<file path="src/rtl/clock_ctrl_pkg.sv">
// Shared constants and state encoding for the century clock set controller.
package clock_ctrl_pkg;

   localparam int DEF_NUM_FIELDS = 6;

   localparam int FLD_SEC   = 0;
   localparam int FLD_MIN   = 1;
   localparam int FLD_HOUR  = 2;
   localparam int FLD_DAY   = 3;
   localparam int FLD_MONTH = 4;
   localparam int FLD_YEAR  = 5;

   // ST_SETk selects field k; the 3-bit encoding covers up to 7 fields.
   typedef enum logic [2:0] {
      ST_RUN  = 3'd0,
      ST_SET0 = 3'd1,
      ST_SET1 = 3'd2,
      ST_SET2 = 3'd3,
      ST_SET3 = 3'd4,
      ST_SET4 = 3'd5,
      ST_SET5 = 3'd6
   } state_t;

endpackage

</file>
<file path="src/rtl/clock_set_ctrl_btn_repeat.sv">
// Button edge detect with hold-to-repeat; fire is a 1-cycle pulse, registered by the caller.
module btn_repeat #(
   parameter int REPEAT_DELAY  = 25000000,
   parameter int REPEAT_PERIOD = 5000000
) (
   input  logic clk,
   input  logic rst,
   input  logic btn,
   input  logic clr,
   output logic level,
   output logic rise,
   output logic fire
);

   localparam int CW = $clog2((REPEAT_DELAY > REPEAT_PERIOD) ? REPEAT_DELAY : REPEAT_PERIOD) + 1;

   logic          btn_q;
   logic          btn_prev;
   logic          armed;
   logic [CW-1:0] hold_cnt;

   assign level = btn_q;
   assign rise  = btn_q & ~btn_prev;

   // A press only arms on its own rising edge; clr disarms until the next one.
   always_comb begin
      fire = 1'b0;
      if (!clr)
         fire = rise || (armed && btn_q && (hold_cnt == '0));
   end

   always_ff @(posedge clk) begin
      if (rst) begin
         btn_q    <= 1'b0;
         btn_prev <= 1'b0;
         armed    <= 1'b0;
         hold_cnt <= '0;
      end else begin
         btn_q    <= btn;
         btn_prev <= btn_q;
         if (clr || !btn_q) begin
            armed    <= 1'b0;
            hold_cnt <= '0;
         end else if (rise) begin
            armed    <= 1'b1;
            hold_cnt <= CW'(REPEAT_DELAY - 1);
         end else if (armed) begin
            if (hold_cnt == '0)
               hold_cnt <= CW'(REPEAT_PERIOD - 1);
            else
               hold_cnt <= hold_cnt - 1'b1;
         end
      end
   end

endmodule

</file>
<file path="src/rtl/clock_set_ctrl.sv">
// Mode FSM, blink and inactivity timeout for the clock field set controller.
//   state   | meaning
//   ST_RUN  | counters run, no field selected
//   ST_SETk | counting frozen, field k selected for adjust
module clock_set_ctrl
   import clock_ctrl_pkg::*;
#(
   parameter int NUM_FIELDS    = DEF_NUM_FIELDS,
   parameter int REPEAT_DELAY  = 25000000,
   parameter int REPEAT_PERIOD = 5000000,
   parameter int BLINK_HALF    = 12500000,
   parameter int TIMEOUT       = 500000000
) (
   input  logic                  clk,
   input  logic                  rst,
   input  logic                  btn_mode,
   input  logic                  btn_up,
   input  logic                  btn_down,
   output logic                  run_en,
   output logic [NUM_FIELDS-1:0] sel,
   output logic [NUM_FIELDS-1:0] up_o,
   output logic [NUM_FIELDS-1:0] down_o,
   output logic                  blink
);

   localparam int BW = $clog2(BLINK_HALF) + 1;
   localparam int IW = $clog2(TIMEOUT) + 1;
   localparam logic [2:0] LAST_ST = 3'(NUM_FIELDS);

   state_t                state, state_nxt;
   logic                  mode_q, mode_prev, mode_rise;
   logic                  up_lvl, up_rise, up_fire;
   logic                  down_lvl, down_rise, down_fire;
   logic                  in_set, clr, activity, timeout, entering;
   logic [NUM_FIELDS-1:0] sel_nxt;
   logic [BW-1:0]         blink_cnt;
   logic [IW-1:0]         idle_left;

   assign mode_rise = mode_q & ~mode_prev;
   assign in_set    = (state != ST_RUN);
   // Both buttons down, a mode step, or RUN all block and disarm adjusts.
   assign clr       = !in_set || mode_rise || (up_lvl && down_lvl);
   assign activity  = mode_rise || up_rise || down_rise || up_fire || down_fire;
   assign timeout   = in_set && (idle_left == '0) && !activity;
   assign entering  = (state_nxt != ST_RUN) && (state_nxt != state);

   btn_repeat #(.REPEAT_DELAY(REPEAT_DELAY), .REPEAT_PERIOD(REPEAT_PERIOD)) u_up (
      .clk(clk), .rst(rst), .btn(btn_up), .clr(clr),
      .level(up_lvl), .rise(up_rise), .fire(up_fire)
   );

   btn_repeat #(.REPEAT_DELAY(REPEAT_DELAY), .REPEAT_PERIOD(REPEAT_PERIOD)) u_down (
      .clk(clk), .rst(rst), .btn(btn_down), .clr(clr),
      .level(down_lvl), .rise(down_rise), .fire(down_fire)
   );

   always_comb begin
      state_nxt = state;
      sel_nxt   = '0;
      if (mode_rise)
         state_nxt = (state == LAST_ST) ? ST_RUN : state_t'(state + 3'd1);
      else if (timeout)
         state_nxt = ST_RUN;
      if (state_nxt != ST_RUN)
         sel_nxt = NUM_FIELDS'(1) << (state_nxt - 3'd1);
   end

   always_ff @(posedge clk) begin
      if (rst) begin
         state     <= ST_RUN;
         mode_q    <= 1'b0;
         mode_prev <= 1'b0;
         run_en    <= 1'b1;
         sel       <= '0;
         up_o      <= '0;
         down_o    <= '0;
      end else begin
         state     <= state_nxt;
         mode_q    <= btn_mode;
         mode_prev <= mode_q;
         run_en    <= (state_nxt == ST_RUN);
         sel       <= sel_nxt;
         up_o      <= up_fire ? sel : '0;
         down_o    <= down_fire ? sel : '0;
      end
   end

   // Blink restarts visible on entry and on every adjust so the edited field never vanishes.
   always_ff @(posedge clk) begin
      if (rst) begin
         blink     <= 1'b1;
         blink_cnt <= '0;
      end else if (state_nxt == ST_RUN) begin
         blink     <= 1'b1;
         blink_cnt <= '0;
      end else if (entering || up_fire || down_fire) begin
         blink     <= 1'b1;
         blink_cnt <= BW'(BLINK_HALF - 1);
      end else if (blink_cnt == '0) begin
         blink     <= ~blink;
         blink_cnt <= BW'(BLINK_HALF - 1);
      end else begin
         blink_cnt <= blink_cnt - 1'b1;
      end
   end

   always_ff @(posedge clk) begin
      if (rst)
         idle_left <= IW'(TIMEOUT - 1);
      else if ((state_nxt == ST_RUN) || activity)
         idle_left <= IW'(TIMEOUT - 1);
      else if (idle_left != '0)
         idle_left <= idle_left - 1'b1;
   end

endmodule

</file>
<file path="config.mk">
export PLATFORM = sky130hd
export DESIGN_NAME = clock_set_ctrl
export DESIGN_NICKNAME = d
export VERILOG_FILES = /design/src/rtl/clock_ctrl_pkg.sv /design/src/rtl/clock_set_ctrl_btn_repeat.sv /design/src/rtl/clock_set_ctrl.sv
export SDC_FILE = /design/constraint.sdc
export NUM_CORES = 1
export LEC_CHECK = 0
export CORE_AREA = 3 3 103 105
export DETAILED_ROUTE_END_ITERATION = 10
export DIE_AREA = 0 0 106 108
export PLACE_DENSITY = 0.93
export SYNTH_ARGS = -nofsm -noshare
export SYNTH_HDL_FRONTEND = slang
export SYNTH_HIERARCHICAL = 1
export SYNTH_SLANG_ARGS = --single-unit
</file>
<file path="constraint.sdc">
create_clock -name clk -period 9.69 [get_ports clk]
set_input_delay 0.969 -clock clk [delete_from_list [all_inputs] [get_ports clk]]
set_output_delay 0.969 -clock clk [all_outputs]
set_load 0.1 [all_outputs]
</file>
# Word-level counts from Yosys, hierarchy flattened
# Cells that the tools add are included.
# Widths: inputs -> output; s select.
[word_totals]
latch_bits = 0
input_bits = 5
reg_bits = 138
memories = 0
elab_cells = 99
romBits = 0
out_inout_bits = 20
ramBits = 0
[op_classes]
add_sub_neg = 6
multipliers = 0
div_mod_pow = 0
eq_ne = 2
reduce_logical = 46
bitwise_logic = 10
mux = 13
order_cmp = 0
shift = 1
[op_table]
columns = ["cell", "count"]
rows = [
  ["$mux 25", 4],
  ["$logic_not 26->1", 2],
  ["$mux 26", 2],
  ["$sub 26x1->26 const B", 2],
  ["$mux 24", 2],
  ["$logic_not 30->1", 1],
  ["$reduce_bool 30->1", 1],
  ["$sub 30x1->30 const B", 1],
  ["$logic_not 25->1", 1],
  ["$sub 25x1->25 const B", 1],
  ["$reduce_or 2->1", 7],
  ["$logic_or 1x1->1", 13],
  ["$mux 3", 3],
  ["$reduce_or 3->1", 3],
  ["$logic_and 1x1->1", 8],
  ["$not 1->1", 7],
  ["$reduce_bool 3->1", 2],
  ["$shl 1x3->6 const A", 1],
  ["$logic_not 1->1", 4],
  ["$reduce_bool 2->1", 2],
  ["$reduce_or 4->1", 1],
  ["$add 3x1->3 const B", 1],
  ["$and 1x1->1", 3],
  ["$eq 3x3->1 const B", 1],
  ["4 further kinds", 5],
]

# Depth between registers and ports, before layout
[depth]
ltp_word = 16
mapped_depth = 16
depth_no_buf = 16

# Cells and area by module
# The synthesis kept the hierarchy.
[modules_own_cells]
columns = ["mod", "seq_area_each_um2", "cells_each", "area_each_um2", "n_inst"]
rows = [
  ["clock_set_ctrl", 1601.5, 395, 3483.3, 1],
  ["btn_repeat", 580.6, 168, 1407.6, 2],
]

# Worst setup path before layout
# OpenSTA, ideal clock, no wires.
[synth_path]
path_kind = "reg2reg"
startpoint = "reg u_up.hold_cnt[14]"
endpoint = "reg blink_cnt[10]"
path_slack_ps = 5671
setup_time_ps = 71
t_arrival_ps = 3949
required_ps = 9619
path_stages_with_launch = 16
n_path_buf = 1
path_cell_list = "dfxtp_1 -> or4_4 -> nor4_2 -> nand4_1 -> a21oi_1 -> nor2_1 -> o311ai_0 -> nor4_1 -> o22a_1 -> ha_1 -> ha_1 -> or4_1 -> nor4_2 -> nor3_1 -> clkbuf_1 -> a21oi_1"
[synth_between]
elab_chain_cells = 15
word_cells_on_any_way = 18
cone_classes = "eq/ne: 1; mux: 4; reduce/logical: 13"
[synth_lines]
columns = ["item", "line", "rtl"]
rows = [
  ["from (decl)", "clock_set_ctrl_btn_repeat.sv:20", "logic [CW-1:0] hold_cnt;"],
  ["from (signal assigned)", "clock_set_ctrl_btn_repeat.sv:46", "hold_cnt <= CW'(REPEAT_DELAY - 1);"],
  ["from (signal assigned)", "clock_set_ctrl_btn_repeat.sv:49", "hold_cnt <= CW'(REPEAT_PERIOD - 1);"],
  ["from (signal assigned)", "clock_set_ctrl_btn_repeat.sv:51", "hold_cnt <= hold_cnt - 1'b1;"],
  ["$logic_not 26->1 (*)", "clock_set_ctrl_btn_repeat.sv:29", "fire = rise || (armed && btn_q && (hold_cnt == '0));"],
  ["$logic_and 1x1->1 (*)", "clock_set_ctrl_btn_repeat.sv:29", ""],
  ["$logic_or 1x1->1 (*)", "clock_set_ctrl_btn_repeat.sv:29", ""],
  ["$mux 1 (*)", "clock_set_ctrl_btn_repeat.sv:28", "if (!clr)"],
  ["net up_fire", "clock_set_ctrl.sv:32", "logic up_lvl, up_rise, up_fire;"],
  ["$logic_or 1x1->1 (2 in series)", "clock_set_ctrl.sv:43", "assign activity = mode_rise || up_rise || down_rise || up_fire || down_fire;"],
  ["$logic_not 1->1", "clock_set_ctrl.sv:44", "assign timeout = in_set && (idle_left == '0) && !activity;"],
  ["$logic_and 1x1->1", "clock_set_ctrl.sv:44", ""],
  ["$mux 3", "clock_set_ctrl.sv:62", "else if (timeout)"],
  ["$mux 3", "clock_set_ctrl.sv:60", "if (mode_rise)"],
  ["$ne 3x3->1 or $reduce_bool 3->1 (tied branches)", "clock_set_ctrl.sv:45", "assign entering = (state_nxt != ST_RUN) && (state_nxt != state);"],
  ["$logic_and 1x1->1", "clock_set_ctrl.sv:45", ""],
  ["$logic_or 1x1->1 (2 in series)", "clock_set_ctrl.sv:96", "end else if (entering || up_fire || down_fire) begin"],
  ["$mux 24", "clock_set_ctrl.sv:96", ""],
  ["to (signal assigned)", "clock_set_ctrl.sv:98", "blink_cnt <= BW'(BLINK_HALF - 1);"],
  ["to (signal assigned)", "clock_set_ctrl.sv:101", "blink_cnt <= BW'(BLINK_HALF - 1);"],
  ["to (signal assigned)", "clock_set_ctrl.sv:103", "blink_cnt <= blink_cnt - 1'b1;"],
  ["to (decl)", "clock_set_ctrl.sv:36", "logic [BW-1:0] blink_cnt;"],
]
# Mark *: on every way through the listed nets, which the timed path passes. The rest lies on a longest branch.
# A chain may end at the register's enable or synchronous reset.

# Worst setup path after layout
[layout_path]
startpoint = "reg u_up.hold_cnt[14]"
endpoint = "reg sel[5]"
[layout_between]
elab_chain_cells = 13
word_cells_on_any_way = 15
cone_classes = "add/sub: 1; shift: 1; mux: 3; bitwise: 1; reduce/logical: 9"
[layout_lines]
columns = ["item", "line", "rtl"]
rows = [
  ["$logic_not 26->1 (*)", "clock_set_ctrl_btn_repeat.sv:29", ""],
  ["$logic_and 1x1->1 (*)", "clock_set_ctrl_btn_repeat.sv:29", ""],
  ["$logic_or 1x1->1 (*)", "clock_set_ctrl_btn_repeat.sv:29", ""],
  ["$mux 1 (*)", "clock_set_ctrl_btn_repeat.sv:28", ""],
  ["net up_fire", "clock_set_ctrl.sv:32", ""],
  ["$logic_or 1x1->1 (*) (2 in series)", "clock_set_ctrl.sv:43", ""],
  ["$logic_not 1->1 (*)", "clock_set_ctrl.sv:44", ""],
  ["$logic_and 1x1->1 (*)", "clock_set_ctrl.sv:44", ""],
  ["$mux 3 (*)", "clock_set_ctrl.sv:62", ""],
  ["$mux 3 (*)", "clock_set_ctrl.sv:60", ""],
  ["branches (longest 3 deep; another with $sub 3x1->3)", "n/a", ""],
  ["to (signal assigned)", "clock_set_ctrl.sv:82", "sel <= sel_nxt;"],
  ["to (decl)", "clock_set_ctrl.sv:20", "output logic [NUM_FIELDS-1:0] sel,"],
]
# Mark *: on every way through the listed nets, which the timed path passes.

==> impl_metrics.json <==
{
  "peak_supply_drop_mv": 0.131,
  "syn-mean-instance-area_um2": 8.62,
  "worstPathMaxFanout": 27,
  "cp_class": "reg2reg",
  "io_pins": 25,
  "worst_ep_required_time_ps": 10120,
  "layout-drive-gt1-share_pct": 6.53,
  "nets": 769,
  "vias": 5708,
  "synth_simple_gate_area_share_pct": 29.8,
  "critical_path.top_delay_family": "simple AND/OR/NAND/NOR gates",
  "layout.cells.most_common_list": "sky130_fd_sc_hd__dfxtp_1 (138), sky130_fd_sc_hd__a21oi_1 (71), sky130_fd_sc_hd__nor2_1 (66)",
  "setup_tns_ps": 0,
  "final_common_cell": "sky130_fd_sc_hd__dfxtp_1",
  "yosys_warnings": 6,
  "syn-num-nets": 747,
  "core.rowCount": 36,
  "ctsRootBufferMaster": "sky130_fd_sc_hd__clkbuf_8",
  "muxShareOfSynthArea_pct": 0.159,
  "synth_top_area_cell": "sky130_fd_sc_hd__dfxtp_1",
  "timing.final.setup_violations": 0,
  "synth_compound_gate_area_share_pct": 13.5,
  "area_growth_pct": 14.4,
  "tightest_slew_ps": 1020,
  "finalHoldWorstSlack_ps": 466,
  "post-synth-top-area-fraction_pct": 43.9,
  "fp.dieW_um": 106,
  "cp_bufs_invs": 1,
  "grt_start_max_net_pins": 28,
  "gr-total-overflow": 0,
  "first_global_vias": 5467,
  "finalClockSkew_ps": 6.31,
  "detail_route.wl_per_cell_um": 17.0,
  "fp.dieH_um": 108,
  "synth.lib_cells_used.distinct": 55,
  "setup.worst_path.end_class": "flip-flop",
  "tritoncts": "yes",
  "path_clk_slew_ps": 60,
  "report.final.hold_viol_count": 0,
  "synth_register_bits": 138,
  "arrival_ps": 5300,
  "part_of_the_cycle_the_worst_path_needs_pct": 50.3,
  "synthAdderAreaFrac_pct": 2.19,
  "synth_xor_xnor_area_share_pct": 8.07,
  "final_instance_count_excl_fillers": 899,
  "critical_path.max_stage_delay_ps": 690,
  "critical_path.startpoint_type": "flip-flop",
  "yosys_most_used_dff": "sky130_fd_sc_hd__dfxtp_1",
  "postLayoutCellArea_mm2": 0.00721,
  "drt_first_pass_iters": 5,
  "core_area_mm2": 0.00973,
  "final_antenna_net_count": 0,
  "synthesis.area_mm2": 0.00630,
  "design_power_total_mw": 1.51,
  "status": "completed",
  "path_cells": "or4_4, nor4_2, nand4_1, a21oi_1, nor2_1, o311ai_0, nor4_1, o22a_1, ha_1, ha_1, nor2_1, clkinv_1, nor3b_1",
  "timing.max_slew.rel_slack_pct": 31.9,
  "critical-path-slowest-cell": "sky130_fd_sc_hd__clkinv_1",
  "synth_enable_flop_cells": 0,
  "insertedDiodeCount": 0,
  "powerDensity_mw_per_mm2": 210,
  "leakagePower_nw": 2.49,
  "cts.path.max_buffers": 2,
  "synthesis.instances": 731,
  "clock_network_latency_to_the_later_pin_of_the_worst_skew_pair_ps": 530,
  "postCtsSetupBuffers": 0,
  "dp.cells": 867,
  "initial_util_pct": 64.7,
  "post-dp-hpwl_um": 9700,
  "grt_setup_unrepaired": "no",
  "cts-resized-gates": 0,
  "cts_buffers": 17,
  "slew_violations": 0,
  "placedInstanceArea_mm2": 0.00662,
  "class_of_the_worst_hold_path": "reg2reg",
  "synth_top_family_by_area": "simple AND/OR/NAND/NOR gates",
  "wire_length_of_the_first_global_routing_pass_um": 25300,
  "floorplan.die_area_mm2": 0.0114,
  "post_drt_via_cell_ratio": 6.35,
  "totalWireLength_um": 15200,
  "period_minus_slack_ps": 4870,
  "cts_htree_levels": 4,
  "detailedRoute.firstIterationViolations": 473,
  "ys_top_cells_by_area": "sky130_fd_sc_hd__dfxtp_1 (44%), sky130_fd_sc_hd__a21oi_1 (5.6%), sky130_fd_sc_hd__xnor2_1 (5.3%)",
  "cap_violations": 0,
  "holdBufCountCts": 0,
  "ys_async_sr_fraction_pct": 0,
  "drc_violation_count_after_routing": 0,
  "synth-seq-area-share_pct": 43.9,
  "gp_congestion": 0.904,
  "total_routing_usage_reported_by_global_routing_pct": 27.2,
  "antenna_violations_before_repair": 0,
  "fmax_mhz": 205,
  "placement.io_buffers": 24,
  "tritoncts_num_sinks": 138
}
## layout make-up
type | count | area, µm²
timing repair buffer | 25 | 248
multi-input combinational | 554 | 3380
fill | 657 | 2520
clock buffer | 20 | 435
tap | 133 | 166
clock inverter | 12 | 149
sequential | 138 | 2760
inverter | 17 | 63.8
## worst register-to-register path, stage by stage, from the launching register on
cell and delay [ps]:
sky130_fd_sc_hd__dfxtp_1 360, sky130_fd_sc_hd__or4_4 590, sky130_fd_sc_hd__nor4_2 510, sky130_fd_sc_hd__nand4_1 380
sky130_fd_sc_hd__a21oi_1 340, sky130_fd_sc_hd__nor2_1 180, sky130_fd_sc_hd__o311ai_0 180, sky130_fd_sc_hd__nor4_1 90
sky130_fd_sc_hd__o22a_1 280, sky130_fd_sc_hd__ha_1 220, sky130_fd_sc_hd__ha_1 210, sky130_fd_sc_hd__nor2_1 340
sky130_fd_sc_hd__clkinv_1 690, sky130_fd_sc_hd__nor3b_1 420
## power by group
part	switching [mW]	internal, mW	leakage, nW
Sequential	0.0236	0.592	1.12
Combinational	0.159	0.103	1.10
Clock	0.238	0.397	0.277
## state kept, by name (all words and copies together) (netlist names), 3 cells and up
signal,cells
idle_left,30
u_down/hold_cnt,26
u_up/hold_cnt,26
blink_cnt,25
down_o,6
sel,6
up_o,6
state,3
## synthesized netlist by cell type, types with 7 or more instances
| library cell | count |
|---|---|
| sky130_fd_sc_hd__dfxtp_1 | 138 |
| sky130_fd_sc_hd__a21oi_1 | 71 |
| sky130_fd_sc_hd__nor2_1 | 66 |
| sky130_fd_sc_hd__nand2_1 | 42 |
| sky130_fd_sc_hd__nor3_1 | 41 |
| sky130_fd_sc_hd__xnor2_1 | 38 |
| sky130_fd_sc_hd__nor4_1 | 31 |
| sky130_fd_sc_hd__o21ai_0 | 26 |
| sky130_fd_sc_hd__nand3_1 | 25 |
| sky130_fd_sc_hd__or3_1 | 25 |
| sky130_fd_sc_hd__xor2_1 | 20 |
| sky130_fd_sc_hd__clkbuf_1 | 19 |
| sky130_fd_sc_hd__and2_1 | 15 |
| sky130_fd_sc_hd__nand4_1 | 15 |
| sky130_fd_sc_hd__inv_1 | 14 |
| sky130_fd_sc_hd__ha_1 | 11 |
| sky130_fd_sc_hd__or4_1 | 11 |
| sky130_fd_sc_hd__and3_1 | 10 |
| sky130_fd_sc_hd__nand2b_1 | 10 |
| sky130_fd_sc_hd__nor2b_1 | 9 |
| sky130_fd_sc_hd__a31oi_1 | 8 |
| sky130_fd_sc_hd__and4_1 | 7 |
| sky130_fd_sc_hd__nor3b_1 | 7 |
| sky130_fd_sc_hd__o21ai_1 | 7 |
| sky130_fd_sc_hd__o31ai_1 | 7 |
## metrics by stage
step | util, % | setup slack [ps]
after floorplan | - | 5670
after global placement | 68.1 | 5280
after detailed placement | 68.1 | 4990
after CTS | 74.1 | 4920
after global routing | 74.1 | 4290
final | 74.1 | 4820
## metal layers
layer	track usage (%)	vias to the layer above	part of all wire (%)
li1	-	2708	-
met1	30.7	2710	39
met2	48.2	239	52
met3	7.16	51	5.9
met4	13.0	0	2.9
met5	0	-	0
## logic make-up after synthesis
group           count (synthesis)
simple gates                  338
compound gates                146
flops                         138
xor+xnor                       58
buf+inv                        39
fa+ha+maj                      11
mux                             1
## worst paths after layout
check	startpoint	endpoint	slack [ps]	cells past startpoint
max reg2reg	u_up/hold_cnt[14]	sel[5]	4820	13
max	u_up/hold_cnt[14]	sel[5]	4820	13
min	blink_cnt[24]	blink_cnt[24]	470	2
min reg2reg	blink_cnt[24]	blink_cnt[24]	470	2
(Power assumes the default switching activity.)
